**src/rtl/edge_debounce_if.sv**
```systemverilog
// Signal bundle between the debounce stage and its neighbours.
// Latency: none, wires only.
// Backpressure: none; sync_in is sampled every cycle and outputs are never stalled.
interface edge_debounce_if #(
  parameter int GLITCH_W = 8
);
  logic                sync_in;
  logic                clear_glitch;
  logic                stable_out;
  logic                fall_pulse;
  logic                rise_pulse;
  logic [GLITCH_W-1:0] glitch_count;

  // Drives the line and the clear; observes the debounced results.
  modport master (
    output sync_in,
    output clear_glitch,
    input  stable_out,
    input  fall_pulse,
    input  rise_pulse,
    input  glitch_count
  );

  // The debounce block itself.
  modport slave (
    input  sync_in,
    input  clear_glitch,
    output stable_out,
    output fall_pulse,
    output rise_pulse,
    output glitch_count
  );
endinterface

```
**src/rtl/edge_debounce.sv**
```systemverilog
// Debounces an idle-high synchronized line; emits level, fall/rise strobes, glitch count.
// Latency: level and strobe update on the edge sampling the DEBOUNCE_CYCLES-th new-level value.
// Backpressure: none; one sample per cycle, outputs are registered and never stall.
module edge_debounce #(
  parameter int DEBOUNCE_CYCLES = 4,
  parameter int GLITCH_W        = 8
) (
  input  logic            clk,
  input  logic            n_rst,
  edge_debounce_if.slave  bus
);

  localparam int               CNT_W    = $clog2(DEBOUNCE_CYCLES + 1);
  localparam logic [CNT_W-1:0] CNT_ONE  = CNT_W'(1);
  localparam logic [CNT_W-1:0] CNT_LAST = CNT_W'(DEBOUNCE_CYCLES - 1);
  localparam logic [GLITCH_W-1:0] GC_ONE = GLITCH_W'(1);

  typedef enum logic [1:0] {
    STABLE_HIGH = 2'd0,
    CHECK_LOW   = 2'd1,
    STABLE_LOW  = 2'd2,
    CHECK_HIGH  = 2'd3
  } state_t;

  state_t              state_q, state_nxt;
  logic [CNT_W-1:0]    cnt_q, cnt_nxt;

  // Per-edge events decided by the next-state logic.
  logic                accept_fall;
  logic                accept_rise;
  logic                glitch_evt;

  logic                stable_q, stable_nxt;
  logic                fall_q, fall_nxt;
  logic                rise_q, rise_nxt;
  logic [GLITCH_W-1:0] gc_q, gc_nxt;

  // State and run-length counter register; reset abandons any check in progress.
  always_ff @(posedge clk or negedge n_rst) begin
    if (!n_rst) begin
      state_q <= STABLE_HIGH;
      cnt_q   <= '0;
    end else begin
      state_q <= state_nxt;
      cnt_q   <= cnt_nxt;
    end
  end

  // Next state: count consecutive new-level samples, accept at the last one, reject on any return.
  always_comb begin
    state_nxt   = state_q;
    cnt_nxt     = cnt_q;
    accept_fall = 1'b0;
    accept_rise = 1'b0;
    glitch_evt  = 1'b0;
    case (state_q)
      STABLE_HIGH: begin
        if (!bus.sync_in) begin
          state_nxt = CHECK_LOW;
          cnt_nxt   = CNT_ONE;
        end else begin
          cnt_nxt   = '0;
        end
      end
      CHECK_LOW: begin
        if (bus.sync_in) begin
          state_nxt  = STABLE_HIGH;
          cnt_nxt    = '0;
          glitch_evt = 1'b1;
        end else if (cnt_q == CNT_LAST) begin
          state_nxt   = STABLE_LOW;
          cnt_nxt     = '0;
          accept_fall = 1'b1;
        end else begin
          cnt_nxt = cnt_q + CNT_ONE;
        end
      end
      STABLE_LOW: begin
        if (bus.sync_in) begin
          state_nxt = CHECK_HIGH;
          cnt_nxt   = CNT_ONE;
        end else begin
          cnt_nxt   = '0;
        end
      end
      CHECK_HIGH: begin
        if (!bus.sync_in) begin
          state_nxt  = STABLE_LOW;
          cnt_nxt    = '0;
          glitch_evt = 1'b1;
        end else if (cnt_q == CNT_LAST) begin
          state_nxt   = STABLE_HIGH;
          cnt_nxt     = '0;
          accept_rise = 1'b1;
        end else begin
          cnt_nxt = cnt_q + CNT_ONE;
        end
      end
      default: begin
        state_nxt = STABLE_HIGH;
        cnt_nxt   = '0;
      end
    endcase
  end

  // Output next values: level moves only on acceptance, strobes mirror acceptance, count saturates.
  always_comb begin
    stable_nxt = stable_q;
    if (accept_fall) stable_nxt = 1'b0;
    if (accept_rise) stable_nxt = 1'b1;
    fall_nxt = accept_fall;
    rise_nxt = accept_rise;
    gc_nxt   = gc_q;
    if (bus.clear_glitch) begin
      gc_nxt = '0;
    end else if (glitch_evt && (gc_q != '1)) begin
      gc_nxt = gc_q + GC_ONE;
    end
  end

  // Output registers, so nothing combinational reaches the ports from sync_in.
  always_ff @(posedge clk or negedge n_rst) begin
    if (!n_rst) begin
      stable_q <= 1'b1;
      fall_q   <= 1'b0;
      rise_q   <= 1'b0;
      gc_q     <= '0;
    end else begin
      stable_q <= stable_nxt;
      fall_q   <= fall_nxt;
      rise_q   <= rise_nxt;
      gc_q     <= gc_nxt;
    end
  end

  assign bus.stable_out   = stable_q;
  assign bus.fall_pulse   = fall_q;
  assign bus.rise_pulse   = rise_q;
  assign bus.glitch_count = gc_q;

endmodule

```
**src/flat_wrapper.sv**
```systemverilog
// flat-port wrapper written by rule: the top's interface ports become plain ports
module edge_debounce_flat 
#(
  parameter int DEBOUNCE_CYCLES = 4,
  parameter int GLITCH_W        = 8
)
  (clk, n_rst, bus_sync_in, bus_clear_glitch, bus_stable_out, bus_fall_pulse, bus_rise_pulse, bus_glitch_count);
  edge_debounce_if #(.GLITCH_W(GLITCH_W)) bus_i ();
  input  logic clk;
  input  logic n_rst;
  input wire logic [$bits(bus_i.sync_in)-1:0] bus_sync_in;
  input wire logic [$bits(bus_i.clear_glitch)-1:0] bus_clear_glitch;
  output wire logic [$bits(bus_i.stable_out)-1:0] bus_stable_out;
  output wire logic [$bits(bus_i.fall_pulse)-1:0] bus_fall_pulse;
  output wire logic [$bits(bus_i.rise_pulse)-1:0] bus_rise_pulse;
  output wire logic [$bits(bus_i.glitch_count)-1:0] bus_glitch_count;
  assign bus_i.sync_in = bus_sync_in;
  assign bus_i.clear_glitch = bus_clear_glitch;
  assign bus_stable_out = bus_i.stable_out;
  assign bus_fall_pulse = bus_i.fall_pulse;
  assign bus_rise_pulse = bus_i.rise_pulse;
  assign bus_glitch_count = bus_i.glitch_count;
  edge_debounce #(.DEBOUNCE_CYCLES(DEBOUNCE_CYCLES), .GLITCH_W(GLITCH_W)) u_core (.clk(clk), .n_rst(n_rst), .bus(bus_i));
endmodule
```
**config.mk**
```make
export PLATFORM = sky130hd
export DESIGN_NAME = edge_debounce_flat
export DESIGN_NICKNAME = d
export VERILOG_FILES = /design/src/rtl/edge_debounce_if.sv /design/src/rtl/edge_debounce.sv /design/src/flat_wrapper.sv
export SDC_FILE = /design/constraint.sdc
export NUM_CORES = 1
export LEC_CHECK = 0
export ABC_AREA = 0
export BUFFER_PORTS_ARGS = -buffer_cell sky130_fd_sc_hd__clkbuf_2
export CORE_UTILIZATION = 52
export CTS_BUF_LIST = sky130_fd_sc_hd__clkbuf_8 sky130_fd_sc_hd__clkbuf_16
export CTS_CLUSTER_SIZE = 8
export DETAILED_ROUTE_END_ITERATION = 6
export PLACE_DENSITY = 0.75
export SLEW_MARGIN = 20
export SYNTH_ARGS = -nofsm -noshare
export SYNTH_HDL_FRONTEND = slang
export SYNTH_SLANG_ARGS = --single-unit
export TNS_END_PERCENT = 10
```
**constraint.sdc**
```tcl
create_clock -name clk -period 2.27 [get_ports clk]
set_input_delay 0.681 -clock clk [delete_from_list [all_inputs] [get_ports clk]]
set_output_delay 0.681 -clock clk [all_outputs]
set_load 0.03 [all_outputs]
```
Yosys cells after proc, flatten, opt, wreduce, memory -nomap -nowiden. Index checks and enable logic that the tools add are counted.

Register bits after elaboration: 16. Bits in latches: 0. Bits in writable memories: 0. Bits in read-only memories: 0. Bits of input ports: 4. Output and inout bits: 11. Word-level logic and storage cells: 47. Memories: 0.

$add $sub $neg: 2. Multipliers: 0. Divide/modulo/power cells: 0. Magnitude comparators: 0. Equal/unequal tests: 9. Shifts and indexed selects: 0. Multiplexer cells: 25. Bitwise operators: 0. Reductions and logical operators: 5.

Operators with widths (count): $mux W8 (2); $mux W2 (6); $pmux W3 S4 (1); $mux W1 (11); $mux W3 (3); $add A8 B1 Y8 const B (1); $ne A8 B8 Y1 const B (1); $pmux W2 S4 (1); $ne A3 B2 Y1 const B (2); $eq A2 B2 Y1 const B (2); $ne A2 B2 Y1 const B (2); $reduce_and A4 Y1 (1); $reduce_bool A2 Y1 (2); $add A3 B1 Y3 const B (1); $eq A3 B2 Y1 const B (1); $eq A2 B1 Y1 const B (1); $logic_not A2 Y1 (1); $pmux W1 S2 (1); $logic_and A1 B1 Y1 (1).

Longest topological paths before layout.
Depth after elaboration: 6. Depth in mapped cells: 4. Mapped depth without buffers: 4.

Worst setup path after synthesis. Ideal clock, no wire load.

Path kind: register to register. Start point: register u_core.gc_q[0] (netlist: u_core.bus.glitch_count[0]). End point: register u_core.gc_q[0] (netlist: u_core.bus.glitch_count[0]). Arrival time: 1.637 ns. Required time: 2.142 ns. Path slack: 0.505 ns. Cell stages (with the launch flop): 5. Buffers on the path: 0. Clock period less this slack: 1.765 ns. Cell sequence: dfrtp_1 > ha_1 > and2_1 > a311oi_2 > mux2_1.

Word-level cells in the longest chain between the ends: 3. Elaborated cells between the ends (all ways): 6.

Ends and longest elaborated chain: from (decl) (line edge_debounce.sv:36) `logic [GLITCH_W-1:0] gc_q, gc_nxt;`; from (signal assigned) (line edge_debounce.sv:132) `gc_q <= gc_nxt;`; $add A8 B1 Y8 or $ne A8 B8 Y1 (tied branches) (line edge_debounce.sv:117, edge_debounce.sv:116); $mux W8 or $logic_and A1 B1 Y1 (tied branches) (line edge_debounce.sv:116) `end else if (glitch_evt && (gc_q != '1)) begin`; $mux W8 or $reduce_bool A2 Y1 (tied branches).

Parallel ways exist; a longest one is shown, timed or not. The select of a mux whose other input is x is not followed. A chain may end at the register's enable or synchronous reset.

Final worst setup path. Same ends and word-level chain as after synthesis.

==> results.cfg <==
[cts]
clock_latency_ps = 250
cts_root_buf = clkbuf_8
hold_buffers = 0
cts_tree = built
cts_buffers = 3
cts_htree_levels = 1
postCtsSetupRepairBufs = 0
numClockSinks = 16
post_cts_resized = 0
clock_path_buffers = 2
clk_pin_slew_ps = 60

[setup_path]
cp_slowest_cell = dfrtp_1
crit_arrival_ps = 1890
criticalPathCategory = register to register
crit_buf_inv = 0
path_max_fanout = 6
r2r-start = u_core.bus.glitch_count[0]
endpoint = u_core.bus.glitch_count[0]
rr_worst_depth = 4
reg2reg_slack_ps = 520
end_kind = register
worstPathRequired_ps = 2410
cp.depth = 4
crit_chain = ha_1 -> and2_1 -> a311oi_2 -> mux2_1
startpoint = u_core.bus.glitch_count[0]
slowest_delay_ps = 420
start_kind = register
crit_family = flip-flops
r2r_end = u_core.bus.glitch_count[0]

[synthesis]
synth_cell_type_count = 29
synth_edf_count = 0
yosysTopAreaCell = dfrtp_1
synth-seq-area-share = 0.494
synthCells = 76
syn-num-nets = 82
synthesis.area_sq_um = 813
synth_top_area_frac = 0.462
async_flop_share = 1.00
yosys_warnings = 0
ys.flop_type = dfrtp_1
synth.area.top_cells = dfrtp_1 46%, a211oi_1 3.7%, dfstp_2 3.2%
synth-seq-cells = 16
avgSynthCellArea_sq_um = 10.7
synth_most_common_cell = dfrtp_1
synthTopCellsByCount = 15 x dfrtp_1, 5 x nor2_1, 4 x a211oi_1, 4 x o21ai_0

[power]
ir_worst_vdd_uv = 475
powerDensity_mw_per_mm2 = 946
p_leak_nw = 0.445
finalPower_mw = 0.890

[detailed_routing]
wl_per_cell_microns = 15.5
drt-initial-drc-count = 27
antenna_left = 0
route.detailed.drc = 0
drtPass1Iterations = 4
num_vias = 657
wl_microns = 1630
via_per_inst = 6.26

[layout]
antennaDiodeCount = 0
fillerInstances = 96
final_nets = 97
drive_gt1_frac = 0.244
syn_to_final_growth_pct = 15.7

[timing]
rsz0062_at_grt = no
max_freq_mhz = 571
period_share = 0.771
finalCriticalPeriod_ps = 1750
fin_tns_setup_ps = 0
fin_skew_ps = 4.91
maxSlewViolCount = 0
hold_violations = 0
setup_violations = 0
tightest_slew_ps = 457
relSlewSlack = 0.693

[global_route]
grt_pass1_wl_microns = 2750
grt_start_max_net_pins = 17
grt_pass1_vias = 621
grt_antenna_before_repair = 0
grt_util_all_layers = 0.218
overflow = 0

[placement]
dp_hpwl_microns = 1100
io_buffers = 14
gp_congestion = 0.827

[run]
max_cap_violations = 0

[die]
boundaryPins = 15
start_util = 0.588
core_sq_mm = 0.00138
rows = 13
die_h_microns = 41.5
dieWidth_microns = 41.5
dieArea_sq_mm = 0.00173

[worst_hold_path]
hold_class = primary input to asynchronous set/reset pin

[outcome]
status = complete, no violations
==> report_power, final <==
| part | internal [mW] | switching (mW) | total (mW) |
|---|---|---|---|
| logic | 0.0841 | 0.151 | 0.235 |
| clock network | 0.154 | 0.100 | 0.255 |
| registers | 0.336 | 0.0638 | 0.400 |
==> registers in the layout (all words and copies together), names as in the netlist, named ones only <==
signal / count
u_core.bus.rise_pulse: 1
u_core.state_q: 1
u_core.bus.fall_pulse: 1
u_core.bus.glitch_count: 8
u_core.cnt_q: 3
u_core.bus.stable_out: 1
==> cell families (layout without fill, tap and decap cells) <==
group | count (synthesis) | in the layout | share of synthesized area
XOR/XNOR | 2 | 2 | 0.0308
AND/OR/NAND/NOR | 27 | 27 | 0.191
flip-flops | 16 | 16 | 0.494
AO/OA/AOI/OAI | 19 | 19 | 0.180
adder cells (fa/ha/maj) | 2 | 2 | 0.0308
multiplexers | 3 | 3 | 0.0400
buffers and inverters | 7 | 21 | 0.0338
==> per-stage QoR <==
stage               hold WS [ps]  cells  setup slack, ps  utilization  area, sq um
finish                       335    105              520        0.681          941
global route                 369    105              462        0.681          941
CTS                          348    105              518        0.681          941
detailed placement           460    101              381        0.641          886
global placement             462    101              398        0.641          886
floorplan                    385     76              505            -          813
==> worst register-to-register path: stages (launching register included) <==
cell	delay [ps]
dfrtp_1	420
ha_1	300
and2_1	210
a311oi_2	350
mux2_1	350
==> cells in the final DEF (no fill, tap or decap) <==
cell type / instances
a31oi_1: 2
o21ai_0: 4
nand2b_1: 2
a21oi_1: 2
nand3b_1: 1
xnor2_1: 1
clkbuf_2: 14
dfrtp_1: 15
a311oi_2: 1
inv_1: 3
and3b_1: 1
nor3_1: 2
a311oi_1: 3
nor2_1: 5
a2111oi_2: 1
mux2i_1: 1
dfstp_2: 1
ha_1: 2
and2_1: 2
and4_1: 3
a211oi_1: 4
xor2_2: 1
clkbuf_8: 4
nand2_1: 3
mux2_1: 2
a41oi_1: 2
and3_1: 3
nand3_1: 2
nor2b_1: 3
==> per-layer routing <==
layer / GRT usage / wire (microns)
met1: 0.285 / 725
met2: 0.306 / 746
met3: 0.0391 / 72
met4: 0.194 / 80
met5: 0 / 0
==> worst min-delay path by stage <==
stage / startpoint / endpoint / slack, ps / depth (start not counted)
floorplan: n_rst / asynchronous set/reset pin / 390 / 0
global placement: u_core.cnt_q[0] / u_core.cnt_q[0] / 460 / 1
detailed placement: u_core.cnt_q[0] / u_core.cnt_q[0] / 460 / 1
CTS: n_rst / u_core.bus.glitch_count[7] / 350 / 1
global route: n_rst / u_core.bus.glitch_count[7] / 370 / 1
finish: n_rst / u_core.bus.glitch_count[7] / 330 / 1
==> layout make-up <==
| class | count | area (sq um) | share of cell area |
|---|---|---|---|
| repair buffers | 14 | 70.1 | 0.0745 |
| well taps | 15 | 18.8 | 0.0199 |
| clock buffers | 4 | 55.1 | 0.0585 |
| inverters | 3 | 11.3 | 0.0120 |
| multi-input cells | 53 | 384 | 0.408 |
| flip-flops and latches | 16 | 402 | 0.427 |
No activity file was read; power rests on OpenSTA's default activity.
